===== config.mk =====
export PLATFORM = sky130hd
export DESIGN_NAME = cavlc_totalzeros_seq
export DESIGN_NICKNAME = d
export VERILOG_FILES = /design/src/rtl/cavlc_totalzeros_seq.sv
export SDC_FILE = /design/constraint.sdc
export NUM_CORES = 1
export LEC_CHECK = 0
export CAP_MARGIN = 20
export CORE_ASPECT_RATIO = 0.6
export CORE_MARGIN = 3
export CORE_UTILIZATION = 47
export DETAILED_ROUTE_END_ITERATION = 10
export HOLD_SLACK_MARGIN = 0.05
export PLACE_DENSITY = 0.88
export SYNTH_ARGS = -nofsm -noshare
export SYNTH_HDL_FRONTEND = slang
export SYNTH_SLANG_ARGS = --single-unit

===== constraint.sdc =====
create_clock -name clk -period 10.1 [get_ports clk]
set_clock_uncertainty 0.1 [all_clocks]
set_input_delay 2.02 -clock clk [delete_from_list [all_inputs] [get_ports clk]]
set_output_delay 2.02 -clock clk [all_outputs]
set_load 0.005 [all_outputs]

===== src/rtl/cavlc_totalzeros_seq.sv =====
`default_nettype none
// ============================================================================
// cavlc_totalzeros_seq : one-coefficient-per-cycle total_zeros scan + H.264 VLC
// Revision 1.0
// ============================================================================
module cavlc_totalzeros_seq #(
  parameter int COEFF_W = 15
) (
  input  logic                  clk,
  input  logic                  rst,
  input  logic                  i_in_valid,
  output logic                  o_in_ready,
  input  logic [1:0]            i_mode,
  input  logic [4:0]            i_totalcoeff,
  input  logic [16*COEFF_W-1:0] i_coeff,
  output logic                  o_out_valid,
  input  logic                  i_out_ready,
  output logic [3:0]            o_totalzero,
  output logic [3:0]            o_rightmost_idx,
  output logic [3:0]            o_code_len,
  output logic [8:0]            o_code_bit,
  output logic                  o_err
);

  localparam logic [1:0] c_MODE_4X4 = 2'd0;
  localparam logic [1:0] c_MODE_AC  = 2'd1;
  localparam logic [1:0] c_MODE_DC  = 2'd2;
  localparam logic [1:0] c_MODE_RSV = 2'd3;

  typedef enum logic [1:0] {S_IDLE, S_SCAN, S_LOOKUP, S_DONE} state_t;

  state_t                r_state;
  logic [16*COEFF_W-1:0] r_coeff;
  logic [1:0]            r_mode;
  logic [4:0]            r_tc;
  logic [3:0]            r_idx;
  logic                  r_found;
  logic [3:0]            r_zeros;
  logic [4:0]            r_nz;
  logic [3:0]            r_right;
  logic                  r_out_valid;
  logic [3:0]            r_totalzero;
  logic [3:0]            r_rightmost_idx;
  logic [3:0]            r_code_len;
  logic [8:0]            r_code_bit;
  logic                  r_err;

  logic [COEFF_W-1:0]    w_cur;
  logic                  w_cur_nz;
  logic [3:0]            w_bottom;
  logic [4:0]            w_max;
  logic                  w_err;
  logic                  w_emit;
  logic [12:0]           w_vlc;

  // Tables 9-7/9-8, returned as {length, right-aligned code}
  function automatic logic [12:0] f_vlc_4x4(input logic [3:0] tc, input logic [3:0] tz);
    logic [12:0] v;
    v = 13'd0;
    case ({tc, tz})
      8'h10: v = {4'd1, 9'd1}; 8'h11: v = {4'd3, 9'd3}; 8'h12: v = {4'd3, 9'd2}; 8'h13: v = {4'd4, 9'd3};
      8'h14: v = {4'd4, 9'd2}; 8'h15: v = {4'd5, 9'd3}; 8'h16: v = {4'd5, 9'd2}; 8'h17: v = {4'd6, 9'd3};
      8'h18: v = {4'd6, 9'd2}; 8'h19: v = {4'd7, 9'd3}; 8'h1A: v = {4'd7, 9'd2}; 8'h1B: v = {4'd8, 9'd3};
      8'h1C: v = {4'd8, 9'd2}; 8'h1D: v = {4'd9, 9'd3}; 8'h1E: v = {4'd9, 9'd2}; 8'h1F: v = {4'd9, 9'd1};
      8'h20: v = {4'd3, 9'd7}; 8'h21: v = {4'd3, 9'd6}; 8'h22: v = {4'd3, 9'd5}; 8'h23: v = {4'd3, 9'd4};
      8'h24: v = {4'd3, 9'd3}; 8'h25: v = {4'd4, 9'd5}; 8'h26: v = {4'd4, 9'd4}; 8'h27: v = {4'd4, 9'd3};
      8'h28: v = {4'd4, 9'd2}; 8'h29: v = {4'd5, 9'd3}; 8'h2A: v = {4'd5, 9'd2}; 8'h2B: v = {4'd6, 9'd3};
      8'h2C: v = {4'd6, 9'd2}; 8'h2D: v = {4'd6, 9'd1}; 8'h2E: v = {4'd6, 9'd0};
      8'h30: v = {4'd4, 9'd5}; 8'h31: v = {4'd3, 9'd7}; 8'h32: v = {4'd3, 9'd6}; 8'h33: v = {4'd3, 9'd5};
      8'h34: v = {4'd4, 9'd4}; 8'h35: v = {4'd4, 9'd3}; 8'h36: v = {4'd3, 9'd4}; 8'h37: v = {4'd3, 9'd3};
      8'h38: v = {4'd4, 9'd2}; 8'h39: v = {4'd5, 9'd3}; 8'h3A: v = {4'd5, 9'd2}; 8'h3B: v = {4'd6, 9'd1};
      8'h3C: v = {4'd5, 9'd1}; 8'h3D: v = {4'd6, 9'd0};
      8'h40: v = {4'd5, 9'd3}; 8'h41: v = {4'd3, 9'd7}; 8'h42: v = {4'd4, 9'd5}; 8'h43: v = {4'd4, 9'd4};
      8'h44: v = {4'd3, 9'd6}; 8'h45: v = {4'd3, 9'd5}; 8'h46: v = {4'd3, 9'd4}; 8'h47: v = {4'd4, 9'd3};
      8'h48: v = {4'd3, 9'd3}; 8'h49: v = {4'd4, 9'd2}; 8'h4A: v = {4'd5, 9'd2}; 8'h4B: v = {4'd5, 9'd1};
      8'h4C: v = {4'd5, 9'd0};
      8'h50: v = {4'd4, 9'd5}; 8'h51: v = {4'd4, 9'd4}; 8'h52: v = {4'd4, 9'd3}; 8'h53: v = {4'd3, 9'd7};
      8'h54: v = {4'd3, 9'd6}; 8'h55: v = {4'd3, 9'd5}; 8'h56: v = {4'd3, 9'd4}; 8'h57: v = {4'd3, 9'd3};
      8'h58: v = {4'd4, 9'd2}; 8'h59: v = {4'd5, 9'd1}; 8'h5A: v = {4'd4, 9'd1}; 8'h5B: v = {4'd5, 9'd0};
      8'h60: v = {4'd6, 9'd1}; 8'h61: v = {4'd5, 9'd1}; 8'h62: v = {4'd3, 9'd7}; 8'h63: v = {4'd3, 9'd6};
      8'h64: v = {4'd3, 9'd5}; 8'h65: v = {4'd3, 9'd4}; 8'h66: v = {4'd3, 9'd3}; 8'h67: v = {4'd3, 9'd2};
      8'h68: v = {4'd4, 9'd1}; 8'h69: v = {4'd3, 9'd1}; 8'h6A: v = {4'd6, 9'd0};
      8'h70: v = {4'd6, 9'd1}; 8'h71: v = {4'd5, 9'd1}; 8'h72: v = {4'd3, 9'd5}; 8'h73: v = {4'd3, 9'd4};
      8'h74: v = {4'd3, 9'd3}; 8'h75: v = {4'd2, 9'd3}; 8'h76: v = {4'd3, 9'd2}; 8'h77: v = {4'd4, 9'd1};
      8'h78: v = {4'd3, 9'd1}; 8'h79: v = {4'd6, 9'd0};
      8'h80: v = {4'd6, 9'd1}; 8'h81: v = {4'd4, 9'd1}; 8'h82: v = {4'd5, 9'd1}; 8'h83: v = {4'd3, 9'd3};
      8'h84: v = {4'd2, 9'd3}; 8'h85: v = {4'd2, 9'd2}; 8'h86: v = {4'd3, 9'd2}; 8'h87: v = {4'd3, 9'd1};
      8'h88: v = {4'd6, 9'd0};
      8'h90: v = {4'd6, 9'd1}; 8'h91: v = {4'd6, 9'd0}; 8'h92: v = {4'd4, 9'd1}; 8'h93: v = {4'd2, 9'd3};
      8'h94: v = {4'd2, 9'd2}; 8'h95: v = {4'd3, 9'd1}; 8'h96: v = {4'd2, 9'd1}; 8'h97: v = {4'd5, 9'd1};
      8'hA0: v = {4'd5, 9'd1}; 8'hA1: v = {4'd5, 9'd0}; 8'hA2: v = {4'd3, 9'd1}; 8'hA3: v = {4'd2, 9'd3};
      8'hA4: v = {4'd2, 9'd2}; 8'hA5: v = {4'd2, 9'd1}; 8'hA6: v = {4'd4, 9'd1};
      8'hB0: v = {4'd4, 9'd0}; 8'hB1: v = {4'd4, 9'd1}; 8'hB2: v = {4'd3, 9'd1}; 8'hB3: v = {4'd3, 9'd2};
      8'hB4: v = {4'd1, 9'd1}; 8'hB5: v = {4'd3, 9'd3};
      8'hC0: v = {4'd4, 9'd0}; 8'hC1: v = {4'd4, 9'd1}; 8'hC2: v = {4'd2, 9'd1}; 8'hC3: v = {4'd1, 9'd1};
      8'hC4: v = {4'd3, 9'd1};
      8'hD0: v = {4'd3, 9'd0}; 8'hD1: v = {4'd3, 9'd1}; 8'hD2: v = {4'd1, 9'd1}; 8'hD3: v = {4'd2, 9'd1};
      8'hE0: v = {4'd2, 9'd0}; 8'hE1: v = {4'd2, 9'd1}; 8'hE2: v = {4'd1, 9'd1};
      8'hF0: v = {4'd1, 9'd0}; 8'hF1: v = {4'd1, 9'd1};
      default: v = 13'd0;
    endcase
    return v;
  endfunction

  // Table 9-9a (chroma DC 2x2)
  function automatic logic [12:0] f_vlc_dc(input logic [1:0] tc, input logic [1:0] tz);
    logic [12:0] v;
    v = 13'd0;
    case ({tc, tz})
      4'h4: v = {4'd1, 9'd1}; 4'h5: v = {4'd2, 9'd1}; 4'h6: v = {4'd3, 9'd1}; 4'h7: v = {4'd3, 9'd0};
      4'h8: v = {4'd1, 9'd1}; 4'h9: v = {4'd2, 9'd1}; 4'hA: v = {4'd2, 9'd0};
      4'hC: v = {4'd1, 9'd1}; 4'hD: v = {4'd1, 9'd0};
      default: v = 13'd0;
    endcase
    return v;
  endfunction

  assign w_cur    = r_coeff[r_idx*COEFF_W +: COEFF_W];
  assign w_cur_nz = |w_cur;
  assign w_bottom = (r_mode == c_MODE_AC) ? 4'd1 : 4'd0;

  always_comb begin
    case (r_mode)
      c_MODE_4X4: w_max = 5'd16;
      c_MODE_AC:  w_max = 5'd15;
      c_MODE_DC:  w_max = 5'd4;
      default:    w_max = 5'd16;
    endcase
  end

  assign w_err  = (r_mode == c_MODE_RSV) || (r_tc > w_max) || (r_nz != r_tc);
  assign w_emit = !w_err && (r_tc != 5'd0) && (r_tc != w_max);

  always_comb begin
    w_vlc = 13'd0;
    if (w_emit) begin
      if (r_mode == c_MODE_DC) w_vlc = f_vlc_dc(r_tc[1:0], r_zeros[1:0]);
      else                     w_vlc = f_vlc_4x4(r_tc[3:0], r_zeros);
    end
  end

  always_ff @(posedge clk or posedge rst) begin
    if (rst) begin
      r_state         <= S_IDLE;
      r_coeff         <= '0;
      r_mode          <= 2'd0;
      r_tc            <= 5'd0;
      r_idx           <= 4'd0;
      r_found         <= 1'b0;
      r_zeros         <= 4'd0;
      r_nz            <= 5'd0;
      r_right         <= 4'd0;
      r_out_valid     <= 1'b0;
      r_totalzero     <= 4'd0;
      r_rightmost_idx <= 4'd0;
      r_code_len      <= 4'd0;
      r_code_bit      <= 9'd0;
      r_err           <= 1'b0;
    end else begin
      case (r_state)
        S_IDLE: begin
          if (i_in_valid) begin
            r_coeff <= i_coeff;
            r_mode  <= i_mode;
            r_tc    <= i_totalcoeff;
            r_idx   <= (i_mode == c_MODE_DC) ? 4'd3 : 4'd15;
            r_found <= 1'b0;
            r_zeros <= 4'd0;
            r_nz    <= 5'd0;
            r_right <= 4'd0;
            r_state <= S_SCAN;
          end
        end
        S_SCAN: begin
          // Zeros only count once the highest nonzero has been passed
          if (w_cur_nz) begin
            if (!r_found) begin
              r_found <= 1'b1;
              r_right <= r_idx;
            end
            r_nz <= r_nz + 5'd1;
          end else if (r_found) begin
            r_zeros <= r_zeros + 4'd1;
          end
          if (r_idx == w_bottom) r_state <= S_LOOKUP;
          else                   r_idx   <= r_idx - 4'd1;
        end
        S_LOOKUP: begin
          r_totalzero     <= r_zeros;
          r_rightmost_idx <= r_right;
          r_code_len      <= w_vlc[12:9];
          r_code_bit      <= w_vlc[8:0];
          r_err           <= w_err;
          r_out_valid     <= 1'b1;
          r_state         <= S_DONE;
        end
        S_DONE: begin
          if (i_out_ready) begin
            r_out_valid <= 1'b0;
            r_state     <= S_IDLE;
          end
        end
        default: r_state <= S_IDLE;
      endcase
    end
  end

  assign o_in_ready      = (r_state == S_IDLE) && !rst;
  assign o_out_valid     = r_out_valid;
  assign o_totalzero     = r_totalzero;
  assign o_rightmost_idx = r_rightmost_idx;
  assign o_code_len      = r_code_len;
  assign o_code_bit      = r_code_bit;
  assign o_err           = r_err;

endmodule
`default_nettype wire


; ---- Yosys cells after proc, flatten, opt, wreduce, memory -nomap -nowiden
; Memory sizes are Yosys's and may differ from the RTL's.
; Cells that the tools add are included.
[word_totals]
ff_bits = 290
romBits = 1840
input_bits = 251
out_inout_bits = 24
memories = 2
[op_classes]
n_addsub = 3
mul = 1
n_lt_le_gt_ge = 1
n_eq_ne = 18
n_shift = 1
muxes = 27
n_reduce_logical = 19
[memory_table]
columns = name, words, word_bits, rd, rd_ports_with_merged_regs, wr, line_no
row1 = (no name shown), 256, 7, 1, 0, 0, 60  ; case ({tc, tz})
row2 = (no name shown), 16, 3, 1, 0, 0, 109  ; case ({tc, tz})
[ops]
columns = cell, n
row1 = $shiftx 240x9->15, 1
row2 = $mux 4, 8
row3 = $mux 13, 2
row4 = $pmux 4 s2, 3
row5 = $pmux 5 s2, 2
row6 = $ne 2x2->1 const B, 8
row7 = $reduce_or 15->1, 1
row8 = $eq 2x2->1 const B, 5
row9 = $mux 5, 2
row10 = $ne 5x5->1, 2
row11 = $reduce_and 3->1, 3
row12 = $mul 4x4->8 const B, 1
row13 = $pmux 2 s4, 1
row14 = $reduce_and 4->1, 2
row15 = $mux 2, 3
row16 = $add 5x1->5 const B, 1
row17 = $gt 5x5->1, 1
row18 = $reduce_bool 5->1, 1
row19 = $add 4x1->4 const B, 1
row20 = $eq 2x1->1 const B, 2
row21 = $eq 4x1->1, 1
row22 = $mux 1, 4
row23 = $pmux 1 s2, 2
row24 = $reduce_and 2->1, 2
row25 = other kinds (6), 11

; ---- Logic depth before layout (Yosys ltp)
; Gate-level depths: netlist of the first run.
[depth]
word_depth = 9
depth_mapped = 13

; ---- Least setup slack after synthesis of the first run
; No wires, ideal clock.
[synth_timing]
kind = input-to-output
startpoint = input port rst
endpoint = output port o_in_ready
arrival_ns = 2.135
required_ns = 7.980
setup_slack_ns = 5.845
path_stages = 1
path_cell_list = nor2b_1
[synth_via]
elab_chain_len = 2
[synth_rtl]
columns = item, line_no
row1 = from (decl), 10  ; input logic rst,
row2 = $logic_not 1->1, 208  ; assign o_in_ready = (r_state == S_IDLE) && !rst;
row3 = $logic_and 1x1->1, 208
row4 = to (decl), 12  ; output logic o_in_ready,
; Every way passes these cells.

; ---- Worst setup path in the final report of the first run
; Same ends and word-level chain as after synthesis.

==> results of run 1 <==
-- how the worst max path moves through the flow --
stage / endpoint / cells after the start / slack [ns]
floorplan: o_code_bit[0] / 1 / 0.14
global placement: o_in_ready / 3 / 4.76
detailed placement: r_coeff[183] / 5 / 4.72
CTS: o_in_ready / 3 / 4.79
global route: o_in_ready / 3 / 4.73
finish: o_in_ready / 3 / 4.79
-- layer usage --
layer | routed length, um | vias to the layer above | GRT usage
met3 | 3530 | 61 | 0.0701
met2 | 17300 | 481 | 0.391
met4 | 907 | 4 | 0.0617
met1 | 16500 | 5094 | 0.336
met5 | 23 | - | 0
li1 | - | 4581 | -
-- metrics by stage --
| step | util | setup WS [ns] | std cells |
|---|---|---|---|
| after detailed placement | 0.588 | 4.72 | 1695 |
| after global routing | 0.621 | 4.73 | 1746 |
| final | 0.621 | 4.79 | 1746 |
| after floorplan | - | 0.144 | 1125 |
| after global placement | 0.588 | 4.76 | 1695 |
| after CTS | 0.620 | 4.79 | 1744 |
-- sequential cells by signal, summed over array words and instances (netlist names) --
signal,cells
r_found,1
r_state,2
o_out_valid,1
r_zeros,4
r_nz,5
r_mode,2
o_code_len,4
o_rightmost_idx,4
o_code_bit,3
r_right,4
o_totalzero,4
r_coeff,240
r_idx,4
o_err,1
r_tc,5
-- worst max-delay path: stages --
cell             delay [ns]
clkdlybuf4s50_1        0.51
nor2b_1                0.15
clkdlybuf4s50_1        0.51
-- cell type report --
| class | count | area (um^2) |
|---|---|---|
| Fill cell | 2159 | 10600 |
| Sequential cell | 284 | 7110 |
| Multi-Input combinational cell | 733 | 5920 |
| Timing Repair Buffer | 280 | 2790 |
| Clock buffer | 35 | 756 |
| Tap cell | 367 | 459 |
| Clock inverter | 14 | 148 |
| Inverter | 32 | 128 |
| Antenna cell | 1 | 2.50 |
-- power by group through the flow --
stage	clock [mW]	sequential (mW)	combinational (mW)
after floorplan	0	1.91	1.27
after global placement	0	2.03	1.56
after detailed placement	0	2.07	1.64
after CTS	1.06	2.06	1.66
after global routing	1.10	2.13	1.82
final	1.04	2.07	1.67
-- cell families after synthesis --
logic type / after synthesis / synth area share
other: 1 / 0.000279
XOR/XNOR: 9 / 0.00587
flip-flops: 284 / 0.529
multiplexers: 268 / 0.224
AND/OR/NAND/NOR: 246 / 0.0957
buffers and inverters: 108 / 0.0322
adder cells (fa/ha/maj): 27 / 0.0251
AO/OA/AOI/OAI: 177 / 0.0883
-- cells in the final DEF, fill, tap and decap left out, types with 9 or more instances in the layout --
cell type and instances:
a211oi_1 10, a21oi_1 43, buf_4 11, clkbuf_16 27, clkdlybuf4s50_1 268, dfrtp_1 283, ha_1 27, inv_1 28
mux2_2 257, mux2i_1 11, nand2_1 47, nand2b_1 9, nand3_1 15, nor2_1 54, nor3_1 33, nor4_1 41
o21ai_0 39, or4_1 11
==> impl_metrics.toml, run 1 <==
[synthesis]
ys_ff_latch = 284
synth_top_area_frac = 0.529
synth_most_common_cell = "dfrtp_1"
synthFlopType = "dfrtp_1"
syn_area_mm2 = 0.0134
yosysWarnings = 0
yosysUniqueCellTypes = 67
syn_avg_cell_area_um2 = 12.0
syn_inst = 1120
ys_top_cells_by_area = "dfrtp_1, mux2_2, ha_1"
synth_common_cells = "dfrtp_1, mux2_2, clkbuf_1"
async_reset_ff_frac = 1.00
ys_seq_area_frac = 0.529
yosysTopAreaCell = "dfrtp_1"
synth-edff-count = 0

[timing]
fin_crit_ns = 5.31
maxSlewViolCount = 0
period_share = 0.526
max_freq_mhz = 188
finalHoldViolCount = 0
slew_headroom = 0.306
rsz0062_at_grt = "no"
fin_tns_setup_ns = 0
setup_viol = 0
holdWs_ns = 0.404
worst_pin_slew_ns = 1.04

[hold_path]
hold_path.class = "reg2reg"
min_path_cells = 1
hold_path.startpoint = "r_coeff[124]"
holdPathEnd = "r_coeff[124]"

[setup_path]
worstRegToRegCells = 10
r2r_start = "r_zeros[1]"
crit_required_ns = 7.98
worstSetupStartpoint = "rst"
cp_max_fo = 2
cp_data_arrival_time_ns = 3.19
endpoint_kind = "output pin"
worst-setup-path-type = "in2out"
r2r_slack_ns = 6.28
start_kind = "input pin"
r2r_end = "o_code_len[0]"

[layout]
final_cell_area_mm2 = 0.0173
finalNetCount = 1636
syn2layout_area_growth_pct = 28.9
drive_gt1_frac = 0.239

[grt]
grt_usage = 0.246
grt_antenna_before_repair = 3
gr-total-overflow = 0
grt_pass1_wl_um = 58900
grt_pass1_vias = 10500
grt_max_degree = 139

[pwr]
power_density_mw_per_mm2 = 276
total_power_mw = 4.78
p_leak_nw = 7.17
p_sw_frac = 0.337
peakVddDrop_v = 0.000184
internal_power_mw = 3.17
power_frac_clock = 0.217
p_comb_frac = 0.349
p_switching_mw = 1.61
power_frac_seq = 0.434

[drt]
drc_errors = 0
route.vias.total = 10200
drt-initial-drc-count = 1019
wl_um = 38300
final_antenna_net_count = 0
vias_per_cell = 5.85
dr.pass1.iters = 5
wire_per_inst_um = 21.9

[clock_tree]
ctsResizeCount = 0
cts_tree = "yes"
cts-buffers-inserted = 27
root_buffer = "clkbuf_16"
h-tree-depth = 1
cts_setup_buffers = 0
cts.sinks = 284
cts_hold_buffers = 0
cts.reportedPaths.clkPinSlew_ns = 0.07
insertion_delay_ns = 0.55
clockBufferDepth = 3

[die]
ios = 275
die_w_um = 224
dieArea_mm2 = 0.0307
initial_core_util = 0.482
core_mm2 = 0.0279
fp.dieH_um = 137
rows = 47

[run_status]
status = "finished clean"

[run]
maxCapViolCount = 0

[placement]
gp_congestion = 0.954
place_area_mm2 = 0.0164
hpwlAfterDp_um = 26800
io_buffers = 268
(Power assumes the default switching activity.)
==> run 2, diff against run 1 <==
Settings changed: CORE_UTILIZATION 47 to 52, PLACE_DENSITY 0.88 to 0.92.
Clock period 10.1 ns to 5.4 ns, I/O delays scaled along.
==> impl_metrics.toml, run 2 (synthesized netlist as in run 1, its figures left out) <==
[run_status]
status = "finished clean"

[die]
die_w_um = 214
rows = 44
core_mm2 = 0.0248
initial_core_util = 0.542
ios = 275
fp.dieH_um = 131
dieArea_mm2 = 0.0279

[layout]
fill_cells = 1694
layout_commonest_cell = "dfrtp_1"
finalNetCount = 1640
syn2layout_area_growth_pct = 28.8
top_register = "r_coeff"
n_antenna_cell = 0
largest_reg_flops = 240
reg_top3 = "r_coeff x240, r_nz x5, r_tc x5"
layout_common_cells = "dfrtp_1, clkdlybuf4s50_1, mux2_2"
drive_gt1_frac = 0.238

[clock_tree]
cts.sinks = 284
clockBufferDepth = 3
cts_hold_buffers = 0
cts_setup_buffers = 0
cts_tree = "yes"
ctsResizeCount = 0
root_buffer = "clkbuf_16"
insertion_delay_ns = 0.57
cts.reportedPaths.clkPinSlew_ns = 0.07
cts-buffers-inserted = 27
h-tree-depth = 1

[drt]
dr.max_layer_used = "met5"
dr.pass1.iters = 6
drt-initial-drc-count = 1032
vias_per_cell = 6.03
drc_errors = 0
final_antenna_net_count = 0
wire_per_inst_um = 23.2
wl_um = 39600
dr_wl_met3_um = 4120
wl_met1_um = 16900
route.vias.total = 10300
route.met2.wl_um = 17600

[setup_path]
cp_data_arrival_time_ns = 3.87
worst-setup-path-type = "reg2reg"
start_kind = "flip-flop"
endpoint_kind = "flip-flop"
crit_required_ns = 5.78
cp_max_fo = 21

[placement]
io_buffers = 268
gp_congestion = 0.975
hpwlAfterDp_um = 28000

[pwr]
power_density_mw_per_mm2 = 523
p_leak_nw = 7.21
peakVddDrop_v = 0.000307

[hold_path]
hold_path.class = "reg2reg"

[grt]
gr-total-overflow = 0
grt_max_degree = 178
grt_pass1_vias = 10600
grt_antenna_before_repair = 4
grt_usage = 0.280
grt_pass1_wl_um = 60100

[timing]
holdWs_ns = 0.394
fin_crit_ns = 3.49
finalHoldViolCount = 0
max_freq_mhz = 287
period_share = 0.646
maxSlewViolCount = 0
worst_pin_slew_ns = 0.991
rsz0062_at_grt = "no"
setup_viol = 0
slew_headroom = 0.339
fin_tns_setup_ns = 0

[run]
maxCapViolCount = 0
-- run 2: layout make-up --
class                           instances  area [um^2]  area share
Clock buffer                           36          749      0.0433
Clock inverter                         11          161     0.00932
Inverter                               32          124     0.00716
Multi-Input combinational cell        733         5920       0.342
Sequential cell                       284         7110       0.411
Tap cell                              322          403      0.0233
Timing Repair Buffer                  284         2840       0.164
-- run 2: where the power goes --
group | switching, mW | internal [mW] | total, mW
clock | 0.852 | 1.13 | 1.98
sequential | 0.733 | 3.15 | 3.89
combinational | 1.49 | 1.69 | 3.18
-- run 2: metrics by stage --
stage,instances,setup slack [ns],power (mW),utilization,instance area (um^2)
3_3_place_gp,1655,2.04,6.79,0.662,16400
5_1_grt,1702,1.72,9.55,0.699,17300
4_1_cts,1702,1.97,9.04,0.699,17300
3_5_place_dp,1655,2.00,6.98,0.662,16400
2_1_floorplan,1125,0.457,5.95,-,13500
6_report,1702,1.91,9.05,0.699,17300
-- run 2: path summary, 6_finish.rpt --
path	start	to	slack, ns	cells after the start
min in group asynchronous	rst	o_totalzero[0]	0.96	2
hold / removal	o_code_len[3]	o_code_len[3]	0.39	2
setup / recovery	r_idx[1]	r_zeros[3]	1.91	8
max in group asynchronous	rst	r_coeff[114]	3.01	4
hold reg to reg	o_code_len[3]	o_code_len[3]	0.39	2
setup reg to reg	r_idx[1]	r_zeros[3]	1.91	8
-- run 2: worst max-delay path, cell delays in order, from the launching register on --
cell      delay, ns
dfrtp_1        0.94
inv_1          0.37
o41ai_1        0.33
a21oi_1        0.08
or4_1          0.49
o22ai_2        0.36
o21ai_2        0.15
or4_1          0.49
o221ai_1       0.09
-- run 2: layer usage --
metal  up-vias  track usage
li1       4583            -
met1      5129        0.391
met2       471        0.425
met3        69       0.0993
met4         8       0.0629
met5         -            0
